`src/rtl/sysblock_acc.sv`:
```
// Systolic MAC cell: forwards operands east/south, accumulates ACC_LEN fp32 products and
// hands each finished result to a drain chain that gives priority to the neighbour above.
module sysblock_acc #(
    parameter int unsigned ACC_LEN = 4,
    parameter int unsigned PIPE    = 1
) (
    input  logic        clk,
    input  logic        rst,
    input  logic [31:0] up,
    input  logic [31:0] left,
    input  logic        up_valid,
    input  logic        left_valid,
    input  logic        clear,
    input  logic [31:0] res_in,
    input  logic        res_in_valid,
    output logic [31:0] down,
    output logic [31:0] right,
    output logic        down_valid,
    output logic        right_valid,
    output logic [31:0] res_out,
    output logic        res_out_valid,
    output logic        ovf
);

    localparam int unsigned CW = $clog2(ACC_LEN + 1);

    // Denormals flush to zero; rounding is nearest-even.
    function automatic logic [31:0] fp_mul(input logic [31:0] a, input logic [31:0] b);
        logic [47:0]       p;
        logic [22:0]       m;
        logic              g, s, sign;
        logic signed [9:0] e;
        logic [24:0]       rnd;
        sign = a[31] ^ b[31];
        if (a[30:23] == 8'd0 || b[30:23] == 8'd0) return {sign, 31'd0};
        p = {24'd0, 1'b1, a[22:0]} * {24'd0, 1'b1, b[22:0]};
        e = $signed({2'b00, a[30:23]}) + $signed({2'b00, b[30:23]}) - 10'sd127;
        if (p[47]) begin
            m = p[46:24];
            g = p[23];
            s = |p[22:0];
            e = e + 10'sd1;
        end else begin
            m = p[45:23];
            g = p[22];
            s = |p[21:0];
        end
        rnd = {2'b01, m} + {24'd0, g & (s | m[0])};
        if (rnd[24]) begin
            rnd = rnd >> 1;
            e   = e + 10'sd1;
        end
        if (e >= 10'sd255) return {sign, 8'hff, 23'd0};
        if (e <= 10'sd0) return {sign, 31'd0};
        return {sign, e[7:0], rnd[22:0]};
    endfunction

    function automatic logic [31:0] fp_add(input logic [31:0] a, input logic [31:0] b);
        logic [31:0]       x, y;
        logic [26:0]       mx, my, mask;
        logic [27:0]       sum;
        logic [7:0]        d;
        logic signed [9:0] e;
        logic [24:0]       rnd;
        logic              rb;
        if (a[30:23] == 8'd0) return (b[30:23] == 8'd0) ? 32'd0 : b;
        if (b[30:23] == 8'd0) return a;
        if (a[30:0] >= b[30:0]) begin
            x = a;
            y = b;
        end else begin
            x = b;
            y = a;
        end
        // Three guard bits below the mantissa; bit 0 doubles as sticky.
        mx = {1'b1, x[22:0], 3'b000};
        my = {1'b1, y[22:0], 3'b000};
        d  = x[30:23] - y[30:23];
        if (d > 8'd26) begin
            my = 27'd1;
        end else begin
            mask = (27'd1 << d) - 27'd1;
            my   = (my >> d) | {26'd0, |(my & mask)};
        end
        e = $signed({2'b00, x[30:23]});
        if (x[31] == y[31]) begin
            sum = {1'b0, mx} + {1'b0, my};
            if (sum[27]) begin
                sum = {1'b0, sum[27:2], sum[1] | sum[0]};
                e   = e + 10'sd1;
            end
        end else begin
            sum = {1'b0, mx} - {1'b0, my};
            if (sum == 28'd0) return 32'd0;
            for (int i = 0; i < 26; i++) begin
                if (!sum[26]) begin
                    sum = sum << 1;
                    e   = e - 10'sd1;
                end
            end
        end
        rb  = sum[2] & (sum[1] | sum[0] | sum[3]);
        rnd = {1'b0, sum[26:3]} + {24'd0, rb};
        if (rnd[24]) begin
            rnd = rnd >> 1;
            e   = e + 10'sd1;
        end
        if (e >= 10'sd255) return {x[31], 8'hff, 23'd0};
        if (e <= 10'sd0) return {x[31], 31'd0};
        return {x[31], e[7:0], rnd[22:0]};
    endfunction

    logic          fire, acc_en, last, send;
    logic [31:0]   prod_now, acc_prod, sum;
    logic [31:0]   prod_q, acc_q, pend_data_q;
    logic          prod_valid_q, pend_valid_q;
    logic [CW-1:0] count_q;

    assign fire     = up_valid & left_valid & ~clear;
    assign prod_now = fp_mul(up, left);

    // clear also kills a registered product that has not been accumulated yet.
    always_comb begin
        if (PIPE != 0) begin
            acc_en   = prod_valid_q & ~clear;
            acc_prod = prod_q;
        end else begin
            acc_en   = fire;
            acc_prod = prod_now;
        end
    end

    assign sum  = fp_add(acc_q, acc_prod);
    assign last = acc_en & (count_q == CW'(ACC_LEN - 1));
    assign send = pend_valid_q & ~res_in_valid;

    always_ff @(posedge clk or negedge rst) begin
        if (!rst) begin
            down        <= 32'd0;
            right       <= 32'd0;
            down_valid  <= 1'b0;
            right_valid <= 1'b0;
        end else begin
            down        <= up;
            right       <= left;
            down_valid  <= up_valid;
            right_valid <= left_valid;
        end
    end

    always_ff @(posedge clk or negedge rst) begin
        if (!rst) begin
            prod_q       <= 32'd0;
            prod_valid_q <= 1'b0;
        end else begin
            prod_valid_q <= fire;
            if (fire) prod_q <= prod_now;
        end
    end

    always_ff @(posedge clk or negedge rst) begin
        if (!rst) begin
            acc_q   <= 32'd0;
            count_q <= '0;
        end else if (clear || last) begin
            acc_q   <= 32'd0;
            count_q <= '0;
        end else if (acc_en) begin
            acc_q   <= sum;
            count_q <= count_q + CW'(1);
        end
    end

    // A new load always wins the pending slot; an unsent older value is lost.
    always_ff @(posedge clk or negedge rst) begin
        if (!rst) begin
            pend_data_q  <= 32'd0;
            pend_valid_q <= 1'b0;
            ovf          <= 1'b0;
        end else if (clear) begin
            pend_valid_q <= 1'b0;
            ovf          <= 1'b0;
        end else if (last) begin
            pend_data_q  <= sum;
            pend_valid_q <= 1'b1;
            if (pend_valid_q && !send) ovf <= 1'b1;
        end else if (send) begin
            pend_valid_q <= 1'b0;
        end
    end

    always_ff @(posedge clk or negedge rst) begin
        if (!rst) begin
            res_out       <= 32'd0;
            res_out_valid <= 1'b0;
        end else if (res_in_valid) begin
            res_out       <= res_in;
            res_out_valid <= 1'b1;
        end else if (pend_valid_q) begin
            res_out       <= pend_data_q;
            res_out_valid <= 1'b1;
        end else begin
            res_out_valid <= 1'b0;
        end
    end

endmodule

```
`config.mk`:
```
export PLATFORM = sky130hd
export DESIGN_NAME = sysblock_acc
export DESIGN_NICKNAME = d
export VERILOG_FILES = /design/src/rtl/sysblock_acc.sv
export SDC_FILE = /design/constraint.sdc
export NUM_CORES = 2
export LEC_CHECK = 0
export BUFFER_PORTS_ARGS = -buffer_cell sky130_fd_sc_hd__buf_2
export CORE_UTILIZATION = 45
export DETAILED_ROUTE_END_ITERATION = 10
export PLACE_DENSITY = 0.71
export SYNTH_ARGS = -nofsm -noshare
export SYNTH_HDL_FRONTEND = slang
export SYNTH_SLANG_ARGS = --single-unit
```
`constraint.sdc`:
```
create_clock -name clk -period 32.4 [get_ports clk]
set_input_delay 4.86 -clock clk [delete_from_list [all_inputs] [get_ports clk]]
set_output_delay 4.86 -clock clk [all_outputs]
set_load 0.005 [all_outputs]
```
==> flow_summary_export.csv <==
group,metric,value,unit
global_routing,grt_pass1_wl,262.8,mm
synthesis,ys_ff_latch,201,
synthesis,yosys.cell_types.count,123,
die,io_pins,202,
die,start_util,45.45,%
timing,timing.final.crit_share,85.45,%
critical_path,criticalPathCategory,"register to register",
die,dieArea,104300,sq um
critical_path,crit_required,32900,ps
drt,drt_pass1_iterations,6,
critical_path,reg2regPathDepth,123,
hold_path,hold_path_class,"register to register",
global_routing,grt_max_degree,79,
drt,via_count,45370,
global_routing,grtUsageTotal,32.38,%
layout,layout.nets,6834,
clock_tree,clk_pin_slew_worst_paths,60,ps
clock_tree,clk_latency,610,ps
drt,viasPerCell,6.178,
critical_path,r2r_end,"acc_q[7]",
synthesis,synth_edf_count,0,
timing,relSlewSlack,7.925,%
hold_path,whs_endpoint,"count_q[2]",
timing,fin_crit,27690,ps
synthesis,syn_area,46370,sq um
clock_tree,ctsHoldBuffers,0,
drt,drt_iter0_drc,4525,
synthesis,syn_nets,6847,
global_routing,grt-ovfl-total,0,
timing,timing.fmax,0.03612,GHz
critical_path,path_max_fanout,26,
clock_tree,cts_setup_buffers,0,
synthesis,synth.avg_cell_area,7.775,sq um
timing,finalSetupViolCount,0,
die,num_rows,117,
die,chipHeight,323.0,microns
synthesis,synthFlopType,"dfrtp_1",
run_status,status,"completed",
synthesis,ys_seq_area_share,10.85,%
layout,drive_above_1_share,8.038,%
synthesis,syn_inst,5964,
clock_tree,cts_root_buf,"clkbuf_16",
clock_tree,cts_buffers,27,
timing,maxSlewViolCount,0,
synthesis,yosysWarnings,0,
timing,fin_setup_tns,0,ps
layout,fillers,10010,
clock_tree,htree_levels,1,
drt,wl,170.5,mm
global_routing,first_global_vias,44150,
drt,ant_nets,0,
drt,drc_errors,0,
placement,dp_hpwl,133.4,mm
synthesis,synthArstFlopShare,100.0,%
critical_path,arrival,28190,ps
critical_path,cpPeakStageDelay,860,ps
clock_tree,cts.path.max_buffers,3,
layout,most-common-layout-cells,"nand2_1, inv_1, fa_1",
timing,finalHoldViolCount,0,
drt,wl_per_cell,23.21,microns
critical_path,r2r_slack,4710,ps
critical_path,crit_path_end_kind,"register",
critical_path,worst_path_max_delay_cell,"o21ai_0",
hold_path,worstHoldStart,"count_q[2]",
critical_path,rr_startpoint,"acc_prod[23]",
timing,tightest_slew,1369,ps
critical_path,cpMostUsedCell,"ha_1",
placement,finalWeightedCongestion,1.036,
clock_tree,cts-resized-gates,0,
global_routing,grt_antenna_before_repair,5,
critical_path,start_kind,"register",
layout,layout_commonest_cell,"nand2_1",
timing,clock_skew,32.52,ps
hold_path,hold_depth,2,
die,die_x,323.0,microns
clock_tree,cts_tree,"built",
layout,synthToLayoutAreaGrowth,6.851,%
placement,port_buffers,201,
timing,rsz0062_at_grt,"false",
die,core,102000,sq um
clock_tree,cts_sinks,201,
job,maxCapViolCount,0,
[worst max path at each step]
| stage | end | cells past startpoint | startpoint |
|---|---|---|---|
| after floorplan | pend_data_q[14] | 123 | acc_prod[23] |
| after global placement | acc_q[7] | 119 | acc_prod[23] |
| after detailed placement | acc_q[9] | 123 | acc_prod[23] |
| after CTS | acc_q[7] | 123 | acc_prod[23] |
| after global routing | acc_q[7] | 123 | acc_prod[23] |
| final | acc_q[7] | 123 | acc_prod[23] |
[cells in the mapped netlist (52+ instances only)]
library cell  count  area [sq um]
o211ai_1         63         473.0
nor2_1          400          1501
a211oi_1         62         465.5
or3_1            54         337.8
and2_1          263          1645
nand3_1         163         815.8
nor3_1          128         640.6
xor2_1           70         613.1
ha_1            297          3716
nand4_1          52         325.3
xnor2_1         193          1690
fa_1            484          9689
clkbuf_1        260         975.9
dfrtp_1         201          5030
a21oi_1         360          1802
o21bai_1         62         465.5
nor4_1           52         325.3
o31ai_1          52         390.4
mux2i_1         129          1291
nand2_1         794          2980
o21ai_0         262          1311
inv_1           672          2522
[stage by stage]
stage	instance area [sq um]	hold WS (ps)	worst slack, ps	instances	util [%]
finish	49550	485.6	4715	7344	48.56
global route	49540	532.6	2843	7341	48.55
CTS	49540	494.9	5191	7340	48.55
detailed placement	48480	480.1	5303	7290	47.52
global placement	48480	460.8	5635	7289	47.51
floorplan	46370	445.5	9700	5964	-
[registers in the layout, indices dropped and copies added, names as in the netlist]
signal / count
acc_prod: 32
acc_q: 32
count_q: 3
down: 32
down_valid: 1
ovf: 1
pend_data_q: 32
pend_valid_q: 1
prod_valid_q: 1
res_out: 32
res_out_valid: 1
right: 32
right_valid: 1
[layout make-up]
cell class	count	area [sq um]	share of cell area (%)
well taps	1368	1712	3.455
clock inverters	15	279.0	0.5631
inverters	678	2547	5.142
multi-input cells	4767	37610	75.92
clock buffers	35	775.7	1.566
diodes	4	10.01	0.02020
repair buffers	276	1577	3.182
flip-flops and latches	201	5031	10.15
[cell families (layout without fill, tap and decap cells)]
kind of cell,count (synthesis),after routing,share of synthesized area [%]
AND/OR/NAND/NOR,2144,2144,22.28
other,0,4,0
XOR/XNOR,290,290,6.060
flip-flops,201,201,10.85
multiplexers,160,160,3.656
buffers and inverters,996,1004,8.246
AO/OA/AOI/OAI,1388,1388,19.91
adder cells (fa/ha/maj),785,785,29.00
[layer usage]
layer,track usage [%],up-vias,routed length (microns)
met5,0,-,0
met4,15.62,0,9401
met3,6.198,392,16820
met2,49.69,2299,73790
met1,43.71,22260,70460
li1,-,20420,-
[worst max-delay path: cells and delay by family (launching register included)]
family	cells	cell delay (ps)
xor+xnor	3	590
compound gates	41	9300
flops	1	420
simple gates	37	6590
mux	10	2240
buf+inv	8	1060
fa+ha+maj	24	7340
Power is left out: the tool's default activity adds up to more than one toggle a clock period on the data nets, which glitch-free logic cannot reach.
